**src/rtl/snoop_rr_arbiter_if.sv**
```systemverilog
// Bus bundle between the four L1 snoop ports and the snoop arbiter.
// The master side drives requests; the slave side is the arbiter.
interface snoop_rr_arbiter_if;
  logic [2:0]  sp_in_0;
  logic [2:0]  sp_in_1;
  logic [2:0]  sp_in_2;
  logic [2:0]  sp_in_3;
  logic [23:0] addr_sp_0;
  logic [23:0] addr_sp_1;
  logic [23:0] addr_sp_2;
  logic [23:0] addr_sp_3;
  logic        owned_0;
  logic        owned_1;
  logic        owned_2;
  logic        owned_3;
  logic [2:0]  sp_out;
  logic [23:0] addr_sp_out;
  logic [1:0]  share_num;
  logic [3:0]  sp_ack;
  logic        busy;
  logic        timeout;

  modport master (
    output sp_in_0, sp_in_1, sp_in_2, sp_in_3,
    output addr_sp_0, addr_sp_1, addr_sp_2, addr_sp_3,
    output owned_0, owned_1, owned_2, owned_3,
    input  sp_out, addr_sp_out, share_num, sp_ack, busy, timeout
  );

  modport slave (
    input  sp_in_0, sp_in_1, sp_in_2, sp_in_3,
    input  addr_sp_0, addr_sp_1, addr_sp_2, addr_sp_3,
    input  owned_0, owned_1, owned_2, owned_3,
    output sp_out, addr_sp_out, share_num, sp_ack, busy, timeout
  );
endinterface

```
**src/rtl/snoop_rr_arbiter.sv**
```systemverilog
// Round-robin snoop arbiter: grants one of four L1 requesters, broadcasts, collects owners.
// Optional WAIT timeout is enabled by defining SNOOP_TIMEOUT_EN.
module snoop_rr_arbiter #(
  parameter int TO_CYCLES = 16
) (
  input  logic clk,
  input  logic reset,
  snoop_rr_arbiter_if.slave bus
);

  localparam logic [1:0] ST_IDLE    = 2'd0;
  localparam logic [1:0] ST_BCAST   = 2'd1;
  localparam logic [1:0] ST_COLLECT = 2'd2;
  localparam logic [1:0] ST_WAIT    = 2'd3;

  logic [1:0]  state_reg, state_next;
  logic [1:0]  grant_reg;
  logic [1:0]  ptr_reg;
  logic [2:0]  code_reg;
  logic [23:0] addr_reg;
  logic [1:0]  share_reg, share_next;

  logic [2:0]  sp_in_arr [4];
  logic [23:0] addr_arr  [4];
  logic [3:0]  owned_vec;
  logic [3:0]  req_vec;
  logic [3:0]  owned_mask;
  logic        pick_valid;
  logic [1:0]  pick_idx;
  logic        grant_active;
  logic        to_hit;

  assign sp_in_arr[0] = bus.sp_in_0;
  assign sp_in_arr[1] = bus.sp_in_1;
  assign sp_in_arr[2] = bus.sp_in_2;
  assign sp_in_arr[3] = bus.sp_in_3;
  assign addr_arr[0]  = bus.addr_sp_0;
  assign addr_arr[1]  = bus.addr_sp_1;
  assign addr_arr[2]  = bus.addr_sp_2;
  assign addr_arr[3]  = bus.addr_sp_3;
  assign owned_vec    = {bus.owned_3, bus.owned_2, bus.owned_1, bus.owned_0};

  genvar gi;
  generate
    for (gi = 0; gi < 4; gi++) begin : g_req
      assign req_vec[gi] = |sp_in_arr[gi];
    end
  endgenerate

  // Scan from the highest offset down so the requester nearest ptr_reg wins.
  always_comb begin
    pick_valid = 1'b0;
    pick_idx   = 2'd0;
    for (int k = 3; k >= 0; k--) begin
      if (req_vec[ptr_reg + 2'(k)]) begin
        pick_valid = 1'b1;
        pick_idx   = ptr_reg + 2'(k);
      end
    end
  end

  assign grant_active = req_vec[grant_reg];

  // The granted cache's own owned flag never counts toward sharers.
  assign owned_mask = owned_vec & ~(4'b0001 << grant_reg);
  assign share_next = {1'b0, owned_mask[0]} + {1'b0, owned_mask[1]}
                    + {1'b0, owned_mask[2]} + {1'b0, owned_mask[3]};

  always_comb begin
    state_next = state_reg;
    case (state_reg)
      ST_IDLE:    if (pick_valid) state_next = ST_BCAST;
      ST_BCAST:   state_next = ST_COLLECT;
      ST_COLLECT: state_next = ST_WAIT;
      ST_WAIT:    if (!grant_active || to_hit) state_next = ST_IDLE;
      default:    state_next = ST_IDLE;
    endcase
  end

  always_ff @(posedge clk or negedge reset) begin
    if (!reset) begin
      state_reg <= ST_IDLE;
      grant_reg <= 2'd0;
      ptr_reg   <= 2'd0;
      code_reg  <= 3'd0;
      addr_reg  <= 24'd0;
      share_reg <= 2'd0;
    end else begin
      state_reg <= state_next;
      if (state_reg == ST_IDLE && pick_valid) begin
        grant_reg <= pick_idx;
        code_reg  <= sp_in_arr[pick_idx];
        addr_reg  <= addr_arr[pick_idx];
      end
      if (state_reg == ST_COLLECT) begin
        share_reg <= share_next;
      end
      if (state_reg == ST_WAIT && state_next == ST_IDLE) begin
        ptr_reg <= grant_reg + 2'd1;
      end
    end
  end

`ifdef SNOOP_TIMEOUT_EN
  localparam int TO_W = (TO_CYCLES > 1) ? $clog2(TO_CYCLES) : 1;

  logic [TO_W-1:0] to_cnt_reg;
  logic            timeout_reg;

  assign to_hit = (state_reg == ST_WAIT) && grant_active &&
                  (to_cnt_reg == TO_W'(TO_CYCLES - 1));

  // Counter restarts outside WAIT so every grant gets the full window.
  always_ff @(posedge clk or negedge reset) begin
    if (!reset) begin
      to_cnt_reg  <= '0;
      timeout_reg <= 1'b0;
    end else begin
      timeout_reg <= to_hit;
      if (state_reg == ST_WAIT && state_next == ST_WAIT) begin
        to_cnt_reg <= to_cnt_reg + TO_W'(1);
      end else begin
        to_cnt_reg <= '0;
      end
    end
  end

  assign bus.timeout = timeout_reg;
`else
  logic unused_to_cfg;

  assign to_hit        = 1'b0;
  assign bus.timeout   = 1'b0;
  assign unused_to_cfg = (TO_CYCLES > 0);
`endif

  assign bus.sp_out      = (state_reg == ST_BCAST || state_reg == ST_COLLECT) ? code_reg : 3'b000;
  assign bus.addr_sp_out = addr_reg;
  assign bus.share_num   = share_reg;
  assign bus.sp_ack      = (state_reg == ST_WAIT) ? (4'b0001 << grant_reg) : 4'b0000;
  assign bus.busy        = (state_reg != ST_IDLE);

endmodule
```
**src/flat_wrapper.sv**
```systemverilog
// flat-port wrapper written by rule: the top's interface ports become plain ports
module snoop_rr_arbiter_flat 
#(
  parameter int TO_CYCLES = 16
)
  (clk, reset, bus_sp_in_0, bus_sp_in_1, bus_sp_in_2, bus_sp_in_3, bus_addr_sp_0, bus_addr_sp_1, bus_addr_sp_2, bus_addr_sp_3, bus_owned_0, bus_owned_1, bus_owned_2, bus_owned_3, bus_sp_out, bus_addr_sp_out, bus_share_num, bus_sp_ack, bus_busy, bus_timeout);
  snoop_rr_arbiter_if bus_i ();
  input  logic clk;
  input  logic reset;
  input wire logic [$bits(bus_i.sp_in_0)-1:0] bus_sp_in_0;
  input wire logic [$bits(bus_i.sp_in_1)-1:0] bus_sp_in_1;
  input wire logic [$bits(bus_i.sp_in_2)-1:0] bus_sp_in_2;
  input wire logic [$bits(bus_i.sp_in_3)-1:0] bus_sp_in_3;
  input wire logic [$bits(bus_i.addr_sp_0)-1:0] bus_addr_sp_0;
  input wire logic [$bits(bus_i.addr_sp_1)-1:0] bus_addr_sp_1;
  input wire logic [$bits(bus_i.addr_sp_2)-1:0] bus_addr_sp_2;
  input wire logic [$bits(bus_i.addr_sp_3)-1:0] bus_addr_sp_3;
  input wire logic [$bits(bus_i.owned_0)-1:0] bus_owned_0;
  input wire logic [$bits(bus_i.owned_1)-1:0] bus_owned_1;
  input wire logic [$bits(bus_i.owned_2)-1:0] bus_owned_2;
  input wire logic [$bits(bus_i.owned_3)-1:0] bus_owned_3;
  output wire logic [$bits(bus_i.sp_out)-1:0] bus_sp_out;
  output wire logic [$bits(bus_i.addr_sp_out)-1:0] bus_addr_sp_out;
  output wire logic [$bits(bus_i.share_num)-1:0] bus_share_num;
  output wire logic [$bits(bus_i.sp_ack)-1:0] bus_sp_ack;
  output wire logic [$bits(bus_i.busy)-1:0] bus_busy;
  output wire logic [$bits(bus_i.timeout)-1:0] bus_timeout;
  assign bus_i.sp_in_0 = bus_sp_in_0;
  assign bus_i.sp_in_1 = bus_sp_in_1;
  assign bus_i.sp_in_2 = bus_sp_in_2;
  assign bus_i.sp_in_3 = bus_sp_in_3;
  assign bus_i.addr_sp_0 = bus_addr_sp_0;
  assign bus_i.addr_sp_1 = bus_addr_sp_1;
  assign bus_i.addr_sp_2 = bus_addr_sp_2;
  assign bus_i.addr_sp_3 = bus_addr_sp_3;
  assign bus_i.owned_0 = bus_owned_0;
  assign bus_i.owned_1 = bus_owned_1;
  assign bus_i.owned_2 = bus_owned_2;
  assign bus_i.owned_3 = bus_owned_3;
  assign bus_sp_out = bus_i.sp_out;
  assign bus_addr_sp_out = bus_i.addr_sp_out;
  assign bus_share_num = bus_i.share_num;
  assign bus_sp_ack = bus_i.sp_ack;
  assign bus_busy = bus_i.busy;
  assign bus_timeout = bus_i.timeout;
  snoop_rr_arbiter #(.TO_CYCLES(TO_CYCLES)) u_core (.clk(clk), .reset(reset), .bus(bus_i));
endmodule
```
**config.mk**
```make
export PLATFORM = sky130hd
export DESIGN_NAME = snoop_rr_arbiter_flat
export DESIGN_NICKNAME = d
export VERILOG_FILES = /design/src/rtl/snoop_rr_arbiter_if.sv /design/src/rtl/snoop_rr_arbiter.sv /design/src/flat_wrapper.sv
export SDC_FILE = /design/constraint.sdc
export NUM_CORES = 1
export LEC_CHECK = 0
export ABC_AREA = 1
export BUFFER_PORTS_ARGS = -buffer_cell sky130_fd_sc_hd__buf_4
export CAP_MARGIN = 15
export CORE_MARGIN = 8
export CORE_UTILIZATION = 52
export DETAILED_ROUTE_END_ITERATION = 8
export GPL_TIMING_DRIVEN = 0
export MAX_ROUTING_LAYER = met4
export PLACE_DENSITY = 0.87
export SYNTH_ARGS = -nofsm -noshare
export SYNTH_HDL_FRONTEND = slang
export SYNTH_SLANG_ARGS = --single-unit
```
**constraint.sdc**
```tcl
create_clock -name clk -period 4.1 [get_ports clk]
set_input_delay 0.615 -clock clk [delete_from_list [all_inputs] [get_ports clk]]
set_output_delay 0.615 -clock clk [all_outputs]
set_load 0.005 [all_outputs]
```
# == Yosys cells after proc, flatten, opt, wreduce, memory -nomap -nowiden ==
# Index checks and enable logic that the tools add are counted.
# word_totals
reg_bits,35
in_bits,114
elab_cells,65
# classes
n_bitwise,3
n_addsub,7
n_eq_ne,3
muxes,29
n_shift,1
reduce_logical,10
n_lt_le_gt_ge,6
# ops
operator,n
$bmux 24 s2,1
$mux 24,2
$lt 2x3->1 const B,5
$mux 2,6
$reduce_or 3->1,4
$bmux 1 s2,5
$mux 1,9
$mux 3,3
$pmux 2 s4,1
$bmux 3 s2,1
$add 2x1->2,2
$add 2x1->2 const B,2
$add 2x2->2 const B,2
$and 4x4->4,1
$eq 2x2->1 const B,2
$logic_not 2->1,2
$mux 4,1
$not 4->4,1
$shl 1x2->4 const A,1
$ge 3x3->1 const B,1
$not 2->3,1
$add 1x1->2,1
$eq 2x1->1 const B,1
$logic_and 1x1->1,2
other kinds (2),2

# == Depth between registers and ports, before layout ==
# depth
ltp_word,11
depth_mapped,17
ltp_nobuf,15

# == Worst setup path after synthesis ==
# OpenSTA, ideal clock, no wires.
# synth_timing
kind,input -> register
start,input port bus_sp_in_0[0]
end,register u_core.addr_reg[0] (netlist: u_core.bus.addr_sp_out[0])
required_ns,3.983
slack_ns,2.178
stages,13
arrival_time_ns,1.805
cell_sequence,nor2_1 nand3_1 nand3_2 nand2_1 inv_2 nand3_4 nand2_4 buf_4 nand2_1 nand3_1 nand2_1 nand2_1 nand2_1
# synth_between
elab_chain_len,11
# synth_rtl
element,line_no,rtl
start: declaration,flat_wrapper.sv:10,input wire logic [$bits(bus_i.sp_in_0)-1:0] bus_sp_in_0;
$reduce_or 3->1 *,snoop_rr_arbiter.sv:46,assign req_vec[gi] = |sp_in_arr[gi];
$bmux 1 s2,snoop_rr_arbiter.sv:55,if (req_vec[ptr_reg + 2'(k)]) begin
$mux 1 (not written as such),snoop_rr_arbiter.sv:55,
$mux 2 (4 in series),snoop_rr_arbiter.sv:55,
$not 2->3 (not written as such),snoop_rr_arbiter.sv:93,addr_reg <= addr_arr[pick_idx];
$bmux 24 s2,snoop_rr_arbiter.sv:93,
$mux 24 (not written as such) (2 in series),snoop_rr_arbiter.sv:93,
end signal: assignment,snoop_rr_arbiter.sv:93,
end: declaration,snoop_rr_arbiter.sv:20,logic [23:0] addr_reg;
# Mark *: on every way between the ends. The rest lies on a longest branch, timed or not. The select of a mux whose other input is x is not followed.
# A chain may end at the register's enable or synchronous reset.

# == Final worst setup path ==
# layout_timing
start,input port bus_sp_in_1[1]
end,register u_core.code_reg[2]
# layout_between
elab_chain_len,11
# layout_rtl
element,line_no,rtl
start: declaration,flat_wrapper.sv:11,input wire logic [$bits(bus_i.sp_in_1)-1:0] bus_sp_in_1;
$reduce_or 3->1 *,snoop_rr_arbiter.sv:46,
$bmux 1 s2,snoop_rr_arbiter.sv:55,
$mux 1 (not written as such),snoop_rr_arbiter.sv:55,
$mux 2 (4 in series),snoop_rr_arbiter.sv:55,
$not 2->3 (not written as such),snoop_rr_arbiter.sv:92,code_reg <= sp_in_arr[pick_idx];
$bmux 3 s2,snoop_rr_arbiter.sv:92,
$mux 3 (not written as such) (2 in series),snoop_rr_arbiter.sv:92,
end signal: assignment,snoop_rr_arbiter.sv:92,
end: declaration,snoop_rr_arbiter.sv:19,logic [2:0] code_reg;
# Marks and branches as above.

==> impl_metrics.json <==
{
  "r2r_start": "u_core.grant_reg[0]$_DFFE_PN0P_",
  "synth_simple_gate_area_share_pct": 46.8,
  "cp.buffers_inverters": 3,
  "period_minus_slack_ps": 2140,
  "finClkSkew_ps": 7.70,
  "wirelength_mm": 10.9,
  "switchingPower_w": 0.00158,
  "synth-xor-area-share_pct": 0.262,
  "syn_to_final_growth_pct": 39.0,
  "swShare_pct": 50.1,
  "cts.path.max_buffers": 2,
  "ys_top_cells_by_area": "dfrtp_1, nand2_1, nand3_1, inv_1, ha_1",
  "slew_violations": 0,
  "synth_top_area_cell": "dfrtp_1",
  "start_kind": "primary input",
  "path_delay_family": "simple AND/OR/NAND/NOR gates",
  "cp_max_fo": 10,
  "clk_latency_ps": 290,
  "p_leak_nw": 3.01,
  "yosysTopAreaCellShare_pct": 26.2,
  "async_flop_share_pct": 100,
  "synth_most_common_cell": "nand2_1",
  "worstPathRequired_ps": 4280,
  "place_inst": 795,
  "drv_cap": 0,
  "cts_sinks": 35,
  "drc": 0,
  "layout_worst_path_cycle_share_pct": 52.3,
  "final_cells": 803,
  "core_um2": 6280,
  "tritoncts": "done",
  "grt_usage_pct": 24.1,
  "cpMostUsedCell": "nand2_1",
  "die_h_um": 96.1,
  "yosys_register_bits": 35,
  "synthMuxAreaShare_pct": 0.337,
  "synthAdderAreaFrac_pct": 4.35,
  "io_pins": 149,
  "dpl.hpwl_mm": 8.67,
  "insertedDiodeCount": 0,
  "vias": 3988,
  "ant_nets": 0,
  "start_util_pct": 53.2,
  "finalHoldViolCount": 0,
  "overflow": 0,
  "layout-drive-gt1-share_pct": 28.1,
  "finalSetupTns_ps": 0,
  "status": "completed",
  "wl_per_cell_um": 13.5,
  "avgSynthCellArea_um2": 5.84,
  "io_buffers": 147,
  "powerDensity_nw_per_um2": 682,
  "yosysWarnings": 0,
  "synthTopCellsByCount": "nand2_1, inv_1, nand3_1, dfrtp_1, buf_2",
  "row_count": 29,
  "clkPwrFrac_pct": 8.9,
  "cp_cell_sequence": "buf_4 -> nor2_2 -> nand3_1 -> nand3_2 -> nand2_1 -> inv_2 -> nand3_4 -> nand2_4 -> buf_4 -> nand2_1 -> nand3_1 -> nand2_1 -> nand2_1 -> nand2_1",
  "htree_levels": 2,
  "layout.nets": 850,
  "pwr-share-seq_pct": 19.8,
  "synth_edf_count": 0,
  "pwr-share-comb_pct": 71.2,
  "synth_top_family_by_area": "simple AND/OR/NAND/NOR gates",
  "die_x_um": 96.1,
  "endpoint_kind": "flip-flop",
  "syn_area_um2": 3340,
  "cp_slowest_cell": "buf_4",
  "largest_reg_flops": 24,
  "synthCells": 571,
  "seq_area_frac_synth_pct": 26.2,
  "antenna_found_initial": 0,
  "vdd_drop_max_mv": 0.392,
  "worstHoldPathType": "primary input to async pin",
  "cp_slowest_stage_delay_ps": 210,
  "first_pass_iters": 5,
  "setup_viol_count_final": 0,
  "fp.dieArea_um2": 9240,
  "grt_pass1_wl_mm": 17.6,
  "arrival_ps": 2320,
  "grt_setup_unrepaired": "false",
  "worstSetupPathType": "primary input to flip-flop",
  "clock-root-buffer": "clkbuf_8",
  "ctsHoldBuffers": 0,
  "drt_iter0_drc": 214,
  "via_per_inst": 4.97,
  "grt_pass1_vias": 3982,
  "synth_compound_area_share_pct": 1.87,
  "place_congestion": 0.879,
  "max_freq_mhz": 467,
  "syn_nets": 696,
  "startpoint": "bus_sp_in_1[1]",
  "yosysUniqueCellTypes": 30,
  "cts_buffers": 5,
  "post_cts_buffers": 0,
  "cts-resized-gates": 0,
  "p_int_w": 0.00158,
  "grt_max_degree": 36,
  "yosys_most_used_dff": "dfrtp_1",
  "path_clk_slew_ps": 70
}
==> area by class of cell <==
cell class	instances	area (µm²)
flip-flops and latches	35	876
well taps	77	96.3
multi-input cells	374	1790
plain buffers	27	160
inverters	135	509
fillers	543	1640
clock buffers	8	100
repair buffers	147	1100
==> cells by family after synthesis <==
| group | Yosys count |
|---|---|
| AO/OA/AOI/OAI | 9 |
| XOR/XNOR | 1 |
| adder cells (fa/ha/maj) | 11 |
| buffers and inverters | 162 |
| flip-flops | 35 |
| multiplexers | 1 |
| other | 1 |
| AND/OR/NAND/NOR | 351 |
==> power by group through the flow <==
stage,Clock [W],Sequential [W],Combinational (W)
after floorplan,0,0.000624,0.00150
after global placement,0,0.000625,0.00218
after detailed placement,0,0.000630,0.00224
after CTS,0.000289,0.000627,0.00225
after global routing,0.000300,0.000648,0.00254
final,0.000283,0.000628,0.00225
==> final timing paths <==
| check | end | slack [ps] | cells after the start |
|---|---|---|---|
| max | u_core.code_reg[2]$_DFFE_PN0P_ | 1960 | 14 |
| max reg2reg | u_core.bus.share_num[0]$_DFFE_PN0P_ | 1990 | 6 |
| min | u_core.bus.share_num[0]$_DFFE_PN0P_ | 270 | 1 |
| min reg2reg | u_core.bus.addr_sp_out[10]$_DFFE_PN0P_ | 480 | 2 |
| max in group asynchronous | u_core.bus.addr_sp_out[1]$_DFFE_PN0P_ | 3500 | 1 |
| min in group clk | u_core.bus.addr_sp_out[10]$_DFFE_PN0P_ | 480 | 2 |
==> per-layer routing <==
metal	GRT usage (%)	up-vias	share of wire (%)
li1	-	2012	-
met1	29.5	1734	42
met2	37.9	212	46
met3	4.76	30	9.3
met4	9.99	0	2.8
met5	-	-	0
==> through the flow <==
stage                     hold WS, ps  instance area (µm²)  setup WS [ps]  utilization (%)  total power [W]
after floorplan                   319                 3340           2180                -          0.00212
after global placement            465                 4540           1750             72.3          0.00280
after detailed placement          464                 4540           1700             72.3          0.00287
after CTS                         284                 4640           2000             73.9          0.00317
after global routing              309                 4640           1790             73.9          0.00348
final                             265                 4640           1960             73.9          0.00316
==> cell usage in the layout (no fill, tap or decap), types with 2 or more instances in the layout <==
cell type | netlist | routed
nand2_2 | 6 | 6
clkbuf_8 | 0 | 7
ha_1 | 10 | 10
o21ai_0 | 4 | 4
nor2_1 | 13 | 13
clkbuf_1 | 1 | 2
buf_2 | 17 | 17
dfrtp_1 | 35 | 35
nand2_1 | 192 | 192
nand3_2 | 3 | 3
buf_4 | 8 | 155
inv_2 | 6 | 6
nor2_2 | 2 | 2
nand3_1 | 128 | 128
nand2_4 | 3 | 3
inv_1 | 128 | 128
Power figures use the tool's default switching activity.
